==> config.mk <==
export PLATFORM = sky130hd
export DESIGN_NAME = bg_mem_arbiter
export DESIGN_NICKNAME = d
export VERILOG_FILES = /design/src/rtl/bg_mem_arbiter.sv
export SDC_FILE = /design/constraint.sdc
export NUM_CORES = 1
export LEC_CHECK = 0
export CAP_MARGIN = 15
export CORE_MARGIN = 3
export CORE_UTILIZATION = 32
export CTS_CLUSTER_SIZE = 20
export DETAILED_ROUTE_END_ITERATION = 10
export HOLD_SLACK_MARGIN = 0.03
export PLACE_DENSITY = 0.88
export SLEW_MARGIN = 0
export SYNTH_ARGS = -nofsm -noshare
export SYNTH_HDL_FRONTEND = slang
export SYNTH_SLANG_ARGS = --single-unit
==> constraint.sdc <==
create_clock -name clk -period 1.49 [get_ports clk]
set_input_delay 0.298 -clock clk [delete_from_list [all_inputs] [get_ports clk]]
set_output_delay 0.298 -clock clk [all_outputs]
set_load 0.01 [all_outputs]
==> src/rtl/bg_mem_arbiter.sv <==
// Background tile memory arbiter. The pixel fetch path has absolute priority during
// active display. The CPU gets free cycles and blanking through a request/ack handshake.
module bg_mem_arbiter #(
  parameter int ADDR_W     = 11,
  parameter int DATA_W     = 9,
  parameter int H_ACTIVE   = 640,
  parameter int V_ACTIVE   = 480,
  parameter int STARVE_MAX = 8
) (
  input  logic              clk,
  input  logic              rst,
  input  logic [9:0]        x,
  input  logic [9:0]        y,
  input  logic              pix_req,
  input  logic [ADDR_W-1:0] pix_addr,
  output logic              pix_valid,
  output logic [DATA_W-1:0] pix_data,
  input  logic              cpu_req,
  input  logic              cpu_we,
  input  logic [ADDR_W-1:0] cpu_addr,
  input  logic [DATA_W-1:0] cpu_wdata,
  output logic              cpu_ack,
  output logic [DATA_W-1:0] cpu_rdata,
  output logic              cpu_starved,
  input  logic              starve_clr,
  output logic [ADDR_W-1:0] mem_addr,
  output logic              mem_we,
  output logic [DATA_W-1:0] mem_din,
  input  logic [DATA_W-1:0] mem_dout
);

  typedef enum logic {IDLE, ACK} state_t;

  localparam logic [9:0] H_LIM      = 10'(H_ACTIVE);
  localparam logic [9:0] V_LIM      = 10'(V_ACTIVE);
  localparam logic [3:0] STARVE_TOP = 4'(STARVE_MAX - 1);

  state_t            state_q, state_d;
  logic              active, pix_gnt, cpu_gnt, cpu_denied;
  logic              ack_rd_q;
  logic [DATA_W-1:0] pix_data_q, rdata_q;
  logic [3:0]        wait_cnt;

  assign active     = (x < H_LIM) && (y < V_LIM);
  assign pix_gnt    = pix_req && active;
  assign cpu_gnt    = cpu_req && !pix_gnt && (state_q == IDLE);
  assign cpu_denied = cpu_req && (state_q == IDLE) && !cpu_gnt;

  // NOTE: sequential state uses non-blocking assignments so every register samples pre-edge values.
  always_ff @(posedge clk or posedge rst) begin
    if (rst) state_q <= IDLE;
    else     state_q <= state_d;
  end

  // NOTE: combinational blocks assign a default first so no path leaves a latch behind.
  always_comb begin
    state_d = state_q;
    case (state_q)
      IDLE:    if (cpu_gnt) state_d = ACK;
      ACK:     state_d = IDLE;
      default: state_d = IDLE;
    endcase
  end

  // Read data is presented straight from the memory while ack is high, then held.
  always_comb begin
    cpu_ack   = (state_q == ACK);
    cpu_rdata = (cpu_ack && ack_rd_q) ? mem_dout : rdata_q;
    pix_data  = pix_valid ? mem_dout : pix_data_q;
  end

  // The memory port is steered by the grants. A write is blocked while reset is high.
  always_comb begin
    mem_addr = '0;
    mem_we   = 1'b0;
    mem_din  = '0;
    if (pix_gnt) begin
      mem_addr = pix_addr;
    end else if (cpu_gnt) begin
      mem_addr = cpu_addr;
      mem_we   = cpu_we && !rst;
      mem_din  = cpu_wdata;
    end
  end

  always_ff @(posedge clk or posedge rst) begin
    if (rst) begin
      pix_valid  <= 1'b0;
      pix_data_q <= '0;
      rdata_q    <= '0;
      ack_rd_q   <= 1'b0;
    end else begin
      pix_valid <= pix_gnt;
      if (pix_valid)            pix_data_q <= mem_dout;
      if (cpu_ack && ack_rd_q)  rdata_q    <= mem_dout;
      if (cpu_gnt)              ack_rd_q   <= !cpu_we;
    end
  end

  // Starvation tracking. When set and clear happen together, set wins.
  always_ff @(posedge clk or posedge rst) begin
    if (rst) begin
      wait_cnt    <= '0;
      cpu_starved <= 1'b0;
    end else begin
      if (cpu_gnt || !cpu_req)                wait_cnt <= '0;
      else if (cpu_denied && wait_cnt != 4'hF) wait_cnt <= wait_cnt + 4'd1;

      if (cpu_denied && wait_cnt == STARVE_TOP) cpu_starved <= 1'b1;
      else if (starve_clr)                      cpu_starved <= 1'b0;
    end
  end

endmodule
==> results of run 1 <==
[worst paths after layout]
check	from	endpoint	cells after the start
hold / removal	rst	cpu_ack	3
max in group asynchronous	rst	rdata_q[0]	3
min in group clk	rdata_q[4]	rdata_q[4]	1
setup / recovery	cpu_ack	mem_addr[7]	7
setup reg to reg	cpu_ack	ack_rd_q	8
hold reg to reg	rdata_q[4]	rdata_q[4]	1
[cell usage in the layout (no fill, tap or decap), types with 3 or more instances in the layout]
cell,synthesis,final
a22o_1,11,11
and2_1,10,3
and2_4,0,7
and3_1,4,3
buf_12,0,3
buf_2,0,12
buf_4,1,20
buf_6,3,50
clkbuf_8,0,3
clkdlybuf4s50_1,0,43
dfrtp_1,26,26
dlygate4sd2_1,0,10
mux2_4,0,17
nand3_1,3,3
[layer usage]
| metal | part of all wire [%] | global-route usage, % |
|---|---|---|
| met1 | 35 | 20.6 |
| met2 | 55 | 36.9 |
| met3 | 7.0 | 5.65 |
| met4 | 3.3 | 9.11 |
| met5 | 0 | 0 |
[flip-flops by register name, summed over array words and instances (netlist names)]
register and count:
pix_valid 1, cpu_starved 1, rdata_q 9, cpu_ack 1
pix_data_q 9, wait_cnt 4, ack_rd_q 1
[power by group through the flow]
stage	logic, mW	registers [mW]	clock network (mW)
6_report	1.24	0.887	0.569
5_1_grt	1.31	0.902	0.611
4_1_cts	1.15	0.882	0.583
3_5_place_dp	0.930	0.890	0
3_3_place_gp	0.919	0.879	0
2_1_floorplan	0.363	0.879	0
[metrics by stage]
stage / setup slack (ns) / util, %
global placement: -0.918 / 63.1
floorplan: 0.0201 / -
CTS: -0.472 / 73.1
detailed placement: -0.926 / 63.1
global route: -0.564 / 76.3
finish: -0.515 / 76.3
[repair_timing]
action	4_1_cts	5_1_grt
gates cloned	3	0
resized for setup	233	26
pin swaps	15	4
buffers inserted	25	8
setup endpoints to repair	43	44
[worst min-delay path, cell delays in order]
cell	delay (ns)
clkdlybuf4s50_1	0.39
inv_1	0.09
buf_4	0.32
[logic make-up after synthesis]
kind of cell    synth area share (%)
simple gates                    12.3
flops                           50.7
compound gates                  15.8
mux                             15.8
buf+inv                         4.39
fa+ha+maj                      0.975
[layout make-up]
cell class	count	area, µm²
timing repair buffer	142	1410
sequential	26	651
clock inverter	1	30.0
fill	203	892
clock buffer	3	41.3
multi-input combinational	68	674
inverter	3	11.3
tap	48	60.1
==> metrics, run 1 <==
status=finished, violations left; failing checks=setup timing; EDFF count, synth=0; syn_nets=169; final std cells w/o fill=291; final hold violation count=0; most common cell in the netlist=dfrtp_1; global-route wire length before repair=7710 µm; GR Util All Layers=20.0%; Buf/Inv on CP=5; Largest delay share family, worst path=buffers and inverters; worst min path class=primary input to async pin; max_cap viols=0; cell area after placement=0.00238 mm²; fin area=about 0.0029 mm²; Syn Area/Cell=12.6 µm²; Bufs on Longest Clock Path=2; placed cells=254; Ant. Diodes=0; combinational share of power=46.0%; Clock power frac=21.1%; internal power=2.00 mW; number of global-route vias before repair=1621; Synthesis Warnings=0; cells taking the most area after synthesis=dfrtp_1, mux2_2, a22o_1; Starting Density=34.0%; GRT overflow=0; CP required=1.19 ns; row count=22; relative slew slack=78.0%; Yosys top cell by area=dfrtp_1; hold slack=0.432 ns; synthesized cell area=0.00128 mm²; fmax=499 MHz; Crit-path slowest cell=dfrtp_1; H-tree level count=1; # DRC=0; Crit path largest cell delay=approximately 0.40 ns; Flop pwr share=32.9%; Psw=695 µW; Syn-to-layout area delta=124%; initial antenna violation count=0; Yosys reg bits=26; clk sink count=26; critical path, cell by cell=buf_6, a311oi_4, buf_6, buf_6, buf_6, a22o_1, buf_2; final net count=311; Reg clk slew, reported paths=0.09 ns; DP HPWL=approximately 3300 µm; root buffer cell=clkbuf_8; core box area=around 0.0038 mm²; CTS tree=built; Primary FF master, synth=dfrtp_1; final setup vio count=39; R2R setup slack=around 0.020 ns; Cells after Synth=102; Worst path most repeated cell=buf_6; RSZ-0062 raised after global routing=true; DRT Pass-1 Iters=4; Tot Pwr=approximately 2.7 mW; Pwr Density=between 900 and 1000 mW/mm²; Setup Skew=0.00488 ns; async set-reset flop share out of synthesis=100%; Startpoint Class=flip-flop; Final Wtd Congestion=0.731; Synth top area share=50.7%; die height=69.3 µm; crit path time final=2.00 ns; register area share after synthesis=50.7%; sw frac=25.8%; Crit Path Class=flip-flop to output pin; Total Wirelength=between 5000 and 6000 µm; post-synth cell types=28; CP max FO=3; Max VDD drop=between 0.6 and 0.7 mV; via/cell ratio=between 5 and 6; Worst Tran Pin Value=around 0.33 ns; via count=1457; Post-synth top cells=dfrtp_1, mux2_2, a22o_1; share of cells above drive strength 1=between 50 and 60%; Slew Limit Fails=0; TritonCTS Buffers=3; I/O pins=108; Clock Latency Late Sink=about 0.26 ns; fin crit share=135%; die area=0.00480 mm²; pin count of the biggest net entering global routing=27; Routed WL per cell=17.3 µm; antenna-violating nets left=0; Crit. End Element=output pin; setup_tns=-13.53 ns; crit path DAT=1.71 ns; Pleak=between 1 and 1.5 nW; # hold bufs at CTS=0; Die Wd=69.3 µm; PnR worst setup slack=-0.515 ns; Iter 0 DRT Violations=28; Port Buf Inserts=95
No activity file was read; power rests on OpenSTA's default activity.
==> run 2: changes to the inputs <==
Settings changed: CAP_MARGIN 15 to 20, PLACE_DENSITY 0.88 to 0.8.
==> run 2 against run 1 <==
Non-clock buffer count is 9 lower. Via count shrank 6.0%. Highest routed layer unchanged. Critical path depth stayed put. The run still ends with setup timing left. First-iteration DRC count rose by 29%. Largest cell class unchanged. Register-to-register slack gained 0.03 ns. Clock-buffer cell count did not move. Power decreased by 4.5%. Sequential share of layout area rose by 0.82 points. Clock power barely moved. Worst setup slack improved by 0.024 ns. Final cell count shrank 3.1%.
==> metrics, run 2 (synthesis gave the netlist of run 1 again) <==
PnR worst setup slack=-0.490 ns; row count=22; CP required=between 1 and 1.5 ns; Bufs on Longest Clock Path=2; Pleak=1.38 nW; GRT overflow=0; Starting Density=34.0%; Crit Path Class=flip-flop to output pin; die area=0.00480 mm²; Setup Skew=approximately 0.006 ns; fmax=505 MHz; via count=1369; max_cap viols=0; Total Wirelength=4740 µm; crit path DAT=1.68 ns; final hold violation count=0; # DRC=0; Clock Latency Late Sink=approximately 0.26 ns; die height=69.3 µm; crit path time final=slightly below 2 ns; setup_tns=-12.36 ns; initial antenna violation count=0; CP max FO=3; number of global-route vias before repair=1633; final setup vio count=39; clk sink count=26; final net count=302; cell area after placement=0.00239 mm²; Max VDD drop=0.464 mV; commonest non-fill, non-tap cells in the layout=clkdlybuf4s50_1, buf_6, dfrtp_1; pin count of the biggest net entering global routing=27; Port Buf Inserts=95; Pwr Density=between 900 and 1000 mW/mm²; via/cell ratio=4.85; share of cells above drive strength 1=49.1%; global-route wire length before repair=~8000 µm; Iter 0 DRT Violations=36; GR Util All Layers=roughly 20%; DRT Pass-1 Iters=4; CTS tree=built; Reg clk slew, reported paths=0.09 ns; Final Wtd Congestion=0.817; fin area=between 0.002 and 0.003 mm²; status=finished, violations left; Crit. End Element=output pin; failing checks=setup timing; Tot Pwr=2.57 mW; root buffer cell=clkbuf_8; worst min path class=primary input to async pin; Die Wd=~69 µm; commonest non-fill, non-tap cell in the layout=clkdlybuf4s50_1; core box area=0.00377 mm²; Routed WL per cell=16.8 µm; antenna-violating nets left=0; DP HPWL=roughly 3200 µm; Worst Tran Pin Value=roughly 0.33 ns; biggest regs=pix_data_q x9, rdata_q x9, wait_cnt x4; I/O pins=roughly 110; Ant. Diodes=0; Startpoint Class=flip-flop; fin crit share=133%; Slew Limit Fails=0; TritonCTS Buffers=3; RSZ-0062 raised after global routing=true; final std cells w/o fill=282; Syn-to-layout area delta=117%; placed cells=approximately 250; H-tree level count=1; relative slew slack=between 70% and 80%
run 2: what timing repair did:
action	4_1_cts	5_1_grt
hold endpoints to repair	0	0
cloned	4	1
pin swaps	10	6
hold buffers	0	0
setup buffers	19	7
endpoints found under the setup margin	45	41
resized for setup	223	17
run 2: path summary, 6_finish.rpt:
kind | from | end | slack (ns) | depth (start not counted)
min | rst | cpu_ack | 0.43 | 3
max | cpu_ack | mem_addr[3] | -0.49 | 7
max in group asynchronous | rst | wait_cnt[2] | 0.81 | 3
min reg2reg | rdata_q[1] | rdata_q[1] | 0.50 | 1
max reg2reg | wait_cnt[0] | wait_cnt[0] | 0.05 | 5
min in group clk | rdata_q[1] | rdata_q[1] | 0.50 | 1
run 2: stage by stage:
step | hold slack [ns] | setup WS [ns] | utilization, %
6_report | 0.426 | -0.490 | 73.7
5_1_grt | 0.506 | -0.577 | 73.7
4_1_cts | 0.444 | -0.531 | 72.7
3_5_place_dp | 0.486 | -0.948 | 63.3
3_3_place_gp | 0.477 | -0.901 | 63.3
2_1_floorplan | 0.343 | 0.0201 | -
run 2: worst max-delay path: stages (launching register included):
cell       delay [ns]
dfrtp_1          0.43
a311oi_4         0.24
buf_4            0.18
clkbuf_16        0.12
buf_6            0.09
buf_6            0.09
a22o_1           0.12
buf_2            0.13
run 2: final cells by class:
class | count | area (µm²)
flip-flops and latches | 26 | 651
repair buffers | 133 | 1300
well taps | 48 | 60.1
multi-input cells | 68 | 682
fillers | 247 | 993
inverters | 3 | 11.3
clock buffers | 3 | 41.3
clock inverters | 1 | 30.0
run 2: power by group:
group	switching [mW]	internal [mW]	leakage, nW	total [mW]
clock network	0.214	0.359	0.0357	0.572
logic	0.407	0.707	1.02	1.11
registers	0.0495	0.839	0.318	0.888
run 2: metal layers:
layer	vias to the layer above	GRT usage, %	part of all wire, %
met5	-	0	0
met4	0	3.47	1.3
met3	8	4.93	6.7
met2	72	40.1	56
met1	652	21.5	35
li1	637	-	-
